$ cat config.mk
export PLATFORM = sky130hd
export DESIGN_NAME = pll_lock_sequencer
export DESIGN_NICKNAME = d
export VERILOG_FILES = /design/src/rtl/pll_lock_sequencer.sv
export SDC_FILE = /design/constraint.sdc
export NUM_CORES = 1
export LEC_CHECK = 0
export CAP_MARGIN = 0
export CORE_MARGIN = 10
export CORE_UTILIZATION = 45
export DETAILED_ROUTE_END_ITERATION = 8
export PLACE_DENSITY = 0.68
export SYNTH_ARGS = -nofsm -noshare
export SYNTH_HDL_FRONTEND = slang
export SYNTH_SLANG_ARGS = --single-unit
$ cat constraint.sdc
create_clock -name Clock -period 2.65 [get_ports Clock]
set_input_delay 0.3975 -clock Clock [delete_from_list [all_inputs] [get_ports Clock]]
set_output_delay 0.3975 -clock Clock [all_outputs]
set_load 0.02 [all_outputs]
$ cat src/rtl/pll_lock_sequencer.sv
// pll_lock_sequencer: brings a PLL out of powerdown, waits for a stable
// synchronized lock, and then releases the PLL clock domain. Lock timeouts
// are retried up to a fixed budget, after which the block parks in FAULT.
//
// Ports:
//   Clock           free-running reference clock (not a PLL output)
//   Reset_N         asynchronous active-low reset
//   Enable          level request to bring the PLL up and keep it up
//   Restart_Req     single-cycle pulse: full power-cycle, clears FAULT
//   PLL_LOCK        raw asynchronous lock indication from the PLL
//   PLL_POWERDOWN_N PLL powerdown pin (0 = powered down)
//   Clk_Ready       PLL outputs valid and stable
//   Domain_Reset_N  reset for logic clocked by the PLL outputs
//   Lock_Lost       one-cycle pulse when lock drops while RUNNING
//   Fault           retry budget exhausted
//   Retry_Count     lock timeouts since the last RUNNING or Restart_Req
//   Lost_Count      lock-loss events, saturating at 255
//   State           current state encoding
module pll_lock_sequencer #(
    parameter int unsigned PD_HOLD      = 16,
    parameter int unsigned LOCK_TIMEOUT = 4096,
    parameter int unsigned STABLE_CNT   = 256,
    parameter int unsigned MAX_RETRY    = 3
) (
    input  logic       Clock,
    input  logic       Reset_N,
    input  logic       Enable,
    input  logic       Restart_Req,
    input  logic       PLL_LOCK,
    output logic       PLL_POWERDOWN_N,
    output logic       Clk_Ready,
    output logic       Domain_Reset_N,
    output logic       Lock_Lost,
    output logic       Fault,
    output logic [3:0] Retry_Count,
    output logic [7:0] Lost_Count,
    output logic [2:0] State
);

    localparam logic [2:0] S_IDLE  = 3'd0;
    localparam logic [2:0] S_PD    = 3'd1;
    localparam logic [2:0] S_WAIT  = 3'd2;
    localparam logic [2:0] S_STAB  = 3'd3;
    localparam logic [2:0] S_RUN   = 3'd4;
    localparam logic [2:0] S_FAULT = 3'd5;

    localparam int unsigned MAX_A   = (PD_HOLD > LOCK_TIMEOUT) ? PD_HOLD : LOCK_TIMEOUT;
    localparam int unsigned MAX_CYC = (MAX_A > STABLE_CNT) ? MAX_A : STABLE_CNT;
    localparam int unsigned CNT_W   = (MAX_CYC > 1) ? $clog2(MAX_CYC) : 1;

    logic [1:0]       sync_q;
    logic             lock_s;
    logic [2:0]       state;
    logic [2:0]       state_nxt;
    logic [CNT_W-1:0] cnt;
    logic [CNT_W-1:0] cnt_nxt;
    logic [3:0]       retry_nxt;
    logic             lost_evt;

    assign lock_s = sync_q[1];
    assign State  = state;

    // Two-flop synchronizer for the asynchronous lock input
    always_ff @(posedge Clock or negedge Reset_N) begin
        if (!Reset_N) sync_q <= 2'b00;
        else          sync_q <= {sync_q[0], PLL_LOCK};
    end

    // State register
    always_ff @(posedge Clock or negedge Reset_N) begin
        if (!Reset_N) state <= S_IDLE;
        else          state <= state_nxt;
    end

    // Next-state, counter and retry logic
    always_comb begin
        state_nxt = state;
        cnt_nxt   = cnt + CNT_W'(1);
        retry_nxt = Retry_Count;
        lost_evt  = 1'b0;

        if (!Enable) begin
            state_nxt = S_IDLE;
        end else if (Restart_Req) begin
            state_nxt = S_PD;
            retry_nxt = 4'd0;
        end else begin
            case (state)
                S_IDLE: state_nxt = S_PD;
                S_PD: begin
                    if (cnt == CNT_W'(PD_HOLD - 1)) state_nxt = S_WAIT;
                end
                S_WAIT: begin
                    if (lock_s) begin
                        state_nxt = S_STAB;
                    end else if (cnt == CNT_W'(LOCK_TIMEOUT - 1)) begin
                        // Clamp so a count left over from an earlier FAULT cannot overrun the budget
                        if (Retry_Count >= 4'(MAX_RETRY - 1)) begin
                            retry_nxt = 4'(MAX_RETRY);
                            state_nxt = S_FAULT;
                        end else begin
                            retry_nxt = Retry_Count + 4'd1;
                            state_nxt = S_PD;
                        end
                    end
                end
                S_STAB: begin
                    if (!lock_s) begin
                        state_nxt = S_WAIT;
                    end else if (cnt == CNT_W'(STABLE_CNT - 1)) begin
                        state_nxt = S_RUN;
                        retry_nxt = 4'd0;
                    end
                end
                S_RUN: begin
                    if (!lock_s) begin
                        lost_evt  = 1'b1;
                        state_nxt = S_PD;
                    end
                end
                S_FAULT: state_nxt = S_FAULT;
                default: state_nxt = S_IDLE;
            endcase
        end

        // A restart re-enters POWERDOWN from POWERDOWN, so it clears the count explicitly
        if ((state_nxt != state) || (Enable && Restart_Req)) cnt_nxt = '0;
    end

    // Counter, status and outputs; outputs follow the next state so they line up with State
    always_ff @(posedge Clock or negedge Reset_N) begin
        if (!Reset_N) begin
            cnt             <= '0;
            Retry_Count     <= 4'd0;
            Lost_Count      <= 8'd0;
            PLL_POWERDOWN_N <= 1'b0;
            Clk_Ready       <= 1'b0;
            Domain_Reset_N  <= 1'b0;
            Lock_Lost       <= 1'b0;
            Fault           <= 1'b0;
        end else begin
            cnt             <= cnt_nxt;
            Retry_Count     <= retry_nxt;
            PLL_POWERDOWN_N <= (state_nxt == S_WAIT) || (state_nxt == S_STAB) ||
                               (state_nxt == S_RUN);
            Clk_Ready       <= (state_nxt == S_RUN);
            Domain_Reset_N  <= (state_nxt == S_RUN);
            Lock_Lost       <= lost_evt;
            Fault           <= (state_nxt == S_FAULT);
            if (lost_evt && (Lost_Count != 8'hFF)) Lost_Count <= Lost_Count + 8'd1;
        end
    end

endmodule

; Word level (Yosys, flattened, before mapping)
; Cells that the tools add are included.
[totals]
regBits = 33
inputBits = 5
output_inout_bits = 20
wordCells = 61
[op_classes]
n_addsub = 3
magnitude_cmp = 1
n_eq_ne = 18
n_mux = 22
n_reduce_logical = 8
[op_table]
columns = operator, n
row1 = 2-to-1 mux 3 bit, 9
row2 = 2-to-1 mux 4 bit, 6
row3 = one-hot mux 3 bit (6 select lines), 1
row4 = adder 12 x 1 -> 12 bit (second input constant), 1
row5 = equality test 12 bit (second input constant), 1
row6 = equality test 12 x 4 -> 1 bit (second input constant), 1
row7 = equality test 12 x 8 -> 1 bit (second input constant), 1
row8 = equality test 3 x 2 -> 1 bit (second input constant), 4
row9 = equality test 3 bit (second input constant), 4
row10 = 2-to-1 mux 12 bit, 1
row11 = inequality test 3 bit (second input constant), 4
row12 = adder 8 x 1 -> 8 bit (second input constant), 1
row13 = inequality test 8 bit (second input constant), 1
row14 = one-hot mux 4 bit (2 select lines), 1
row15 = AND reduction 6 bit, 1
row16 = adder 4 x 1 -> 4 bit (second input constant), 1
row17 = >= comparator 4 x 2 -> 1 bit (second input constant), 1
row18 = 2-to-1 mux 1 bit, 4
row19 = equality test 3 x 1 -> 1 bit (second input constant), 1
row20 = logical NOT 3 bit, 1
row21 = logical OR 1 bit, 3
row22 = inequality test 3 bit, 1
row23 = nonzero test 3 bit, 1
row24 = logical AND 1 bit, 2

; Logic depth before layout (Yosys ltp)
[logic_depth]
depth_word = 10
mapped_depth = 7
mapped_depth_nobuf = 7

; Worst setup path after synthesis
; Ideal clock, no wire load.
[synth_timing]
path_kind = flip-flop to flip-flop
from = register Lost_Count[0]
to = register Lost_Count[5]
setup_ns = 0.080
t_arrival_ns = 1.877
required_time_ns = 2.570
path_slack_ns = 0.693
path_stages_with_launch = 7
n_path_buf = 0
period_less_slack_ns = 1.957
cell_sequence = dfrtp_1 ha_1 and3_1 a2111oi_4 nand4_1 nor2_1 xor2_1
[synth_via]
elab_chain_cells = 2
elab_cells_between_ends = 3
cone_classes = add/sub (1) / eq/ne (1) / reduce/logical (1)
[synth_lines]
columns = element, line_no
row1 = "start, declared", 36  ; output logic [7:0] Lost_Count,
row2 = "start signal, assigned", 150  ; if (lost_evt && (Lost_Count != 8'hFF)) Lost_Count <= Lost_Count + 8'd1;
row3 = branches (longest 2 deep; another with adder 8 x 1 -> 8 bit), --
; Parallel ways; which one is timed is not known.
; A chain may end at the register's enable or synchronous reset.

; Final worst setup path
[layout_timing]
from = register cnt[9]
to = register cnt[3]
[layout_via]
elab_chain_cells = 9
elab_cells_between_ends = 14
cone_classes = eq/ne (4) / mux (9) / reduce/logical (1)
[layout_lines]
columns = element, line_no
row1 = "start, declared", 55  ; logic [CNT_W-1:0] cnt;
row2 = "start signal, assigned", 142  ; cnt <= cnt_nxt;
row3 = equality test 12 x 8 -> 1 bit or equality test 12 bit (tied branches), "110, 96"
row4 = 2-to-1 mux 3 bit (on tied branches), "110, 96"
row5 = 2-to-1 mux 3 bit (on tied branches), "108, 94"
row6 = one-hot mux 3 bit (6 select lines) *, 88  ; case (state)
row7 = 2-to-1 mux 3 bit *, 84  ; end else if (Restart_Req) begin
row8 = 2-to-1 mux 3 bit *, 82  ; if (!Enable) begin
row9 = inequality test 3 bit *, 127  ; if ((state_nxt != state) || (Enable && Restart_Req)) cnt_nxt = '0;
row10 = logical OR 1 bit *, 127
row11 = 2-to-1 mux 12 bit *, 127
row12 = net cnt_nxt[3], 56  ; logic [CNT_W-1:0] cnt_nxt;
; The timed path passes the listed nets; every way through them passes the cells marked *.

==> flow_summary.yaml <==
run_status:
  status: "finished clean"
clock_network:
  cts_tree: "yes"
  cts_sinks: 33
  cts_setup_buffers: 0
  numCtsBuffers: 5
  clk_latency_ns: 0.28
  htreeDepth: 2
  cts_hold_buf: 0
  root_buffer: "clkbuf_8"
  cts_resized: 0
  clk_pin_slew_worst_paths_ns: 0.06
  cts_buffer_depth: 2
global_routing:
  grt_pass1_vias: 1354
  grt_overflow: 0
  antenna_found_initial: 0
  grt_usage: 0.127
  grt_first_pass_wirelength_mm: 6.60
  grt_max_degree: 34
power:
  combinationalPowerShare: 0.080
  leakage_uw: 0.000908
  p_sw_frac: 0.236
  power.share.clock: 0.371
  p_int_uw: 731
  cellPowerDensity_nw_per_um2: 450
  total_power_uw: 957
  seqPwrFrac: 0.549
  power_switching_uw: 226
  irDropWorstVdd_v: 0.000413
timing:
  hold_viol_final: 0
  period_needed_ns: 2.15
  min_period_over_period: 0.813
  tightestPinTransition_ns: 0.591
  maxSlewViolCount: 0
  fin_worst_skew_ns: 0.00268
  fmax_mhz: 464
  fin_setup_tns_ns: 0
  grt_setup_unrepaired: "no"
  slew_headroom: 0.606
  setup_viol: 0
detailed_routing:
  avgRoutedWirePerCell_um: 15.8
  drtIter0Drc: 137
  drc: 0
  dr.pass1.iters: 4
  vias: 1380
  vias_per_cell: 5.70
  ant_nets: 0
  drt-total-wl_mm: 3.83
cells_and_area:
  post-route-util: 0.568
  fin_area_um2: 2130
  fillers: 324
  drive_gt1_frac: 0.108
  syn_to_final_growth_pct: 19.8
  final_cell_count_no_fill: 242
  antenna_cells: 0
  final_nets: 202
synthesis:
  synth_cell_type_count: 48
  syn_area_per_cell_um2: 10.7
  yosys-top-cells-count: "dfrtp_1 (33), nand2_1 (16), nor3_1 (13)"
  yosys_warnings: 0
  syn_area_um2: 1770
  synth.area.top_cells: "dfrtp_1 (47%), xnor2_1 (4.9%), nor3_1 (3.7%)"
  synth_cells: 166
  netlist.area_leader.share: 0.465
  yosysMostFrequentCell: "dfrtp_1"
  synth_edf_count: 0
  synth-seq-area-share: 0.465
  synth-seq-cells: 33
  syn-num-nets: 175
  yosys_most_used_dff: "dfrtp_1"
  async_reset_ff_frac: 1.00
  yosys.area.top_type: "dfrtp_1"
die:
  core_um2: 3740
  io_pins: 25
  fp.dieH_um: 82.8
  initial_core_util: 0.474
  dieWidth_um: 82.8
  dieArea_um2: 6850
  std_cell_rows: 22
setup_path:
  endpoint_kind: "register"
  crit_path_max_fanout: 12
  cp-start-kind: "register"
  critPathKind: "reg -> reg"
  cp.required_ns: 2.79
  arrival_ns: 2.29
placement:
  hpwlAfterDp_mm: 2.84
  dpl_cell_area_um2: 2050
  place_congestion: 0.862
  port_buffers: 24
  dp.cells: 234
hold_path:
  worstHoldPathType: "reg -> reg"
job:
  max-cap-violations: 0
-- final timing paths --
| path | from | to | slack, ns | cells past startpoint |
|---|---|---|---|---|
| worst max-delay path | cnt[9] | cnt[3] | 0.50 | 5 |
| worst min-delay path | sync_q[0] | sync_q[1] | 0.35 | 0 |
| worst max register to register | cnt[9] | cnt[3] | 0.50 | 5 |
| worst min register to register | sync_q[0] | sync_q[1] | 0.35 | 0 |
| max in group asynchronous | Reset_N | cnt[10] | 1.84 | 2 |
| min in group asynchronous | Reset_N | Fault | 0.52 | 2 |
-- metal layers --
layer / global-route usage / vias up / part of all wire
li1: - / 663 / -
met1: 0.157 / 674 / 0.43
met2: 0.193 / 38 / 0.48
met3: 0.0453 / 5 / 0.076
met4: 0.0585 / 0 / 0.016
met5: 0 / - / 0
-- final cells by class --
type	instances	area (µm²)	area share
Tap cell	48	60.1	0.0283
Multi-Input combinational cell	126	905	0.426
Timing Repair Buffer	25	248	0.117
Clock buffer	8	80.1	0.0377
Inverter	2	7.51	0.00353
Sequential cell	33	826	0.388
-- placed cells by master, fill, tap and decap left out, types with 2 or more instances in the layout --
master / count
xnor2_1: 10
nor4b_1: 2
nor3_1: 13
nor2_1: 7
nor4_1: 2
and2_1: 2
a21oi_1: 5
xor2_1: 7
nand2b_1: 2
ha_1: 4
a211o_1: 2
nand2_1: 16
and4_1: 2
nand4_1: 10
nand3_1: 4
inv_1: 2
and3_1: 5
clkbuf_1: 3
o21ai_0: 4
dfrtp_1: 33
nor2b_1: 3
clkbuf_8: 5
a22o_1: 2
clkdlybuf4s50_1: 24
-- worst max-delay path: stages (launching register included) --
cell	delay [ns]
dfrtp_1	0.44
nor4_1	0.43
nand4_1	0.25
o211a_1	0.29
o22ai_2	0.44
nor3_1	0.15
-- stage by stage --
stage | hold WS [ns] | worst slack (ns)
floorplan | 0.102 | 0.693
global placement | 0.336 | 0.375
detailed placement | 0.335 | 0.244
CTS | 0.349 | 0.504
global route | 0.367 | 0.262
finish | 0.348 | 0.496
-- kinds of logic (layout without fill, tap and decap cells) --
logic type	Yosys count	count (layout)	synth area share
AND/OR/NAND/NOR	79	79	0.265
XOR/XNOR	17	17	0.0839
adder cells (fa/ha/maj)	4	4	0.0282
flip-flops	33	33	0.465
buffers and inverters	7	35	0.0247
multiplexers	1	1	0.00635
AO/OA/AOI/OAI	25	25	0.126
-- power by group through the flow --
stage          registers, µW  clock network (µW)  logic, µW
5_1_grt                  526                 396       86.0
4_1_cts                  525                 369       77.4
2_1_floorplan            533                   0       48.6
6_report                 525                 355       76.3
3_3_place_gp             533                   0       74.2
3_5_place_dp             534                   0       77.3
-- sequential cells by signal, indices dropped and copies added, names as in the netlist --
signal,cells
Fault,1
cnt,12
sync_q,2
Lock_Lost,1
Retry_Count,4
PLL_POWERDOWN_N,1
State,3
Lost_Count,8
Domain_Reset_N,1
No activity file was read; power rests on OpenSTA's default activity.
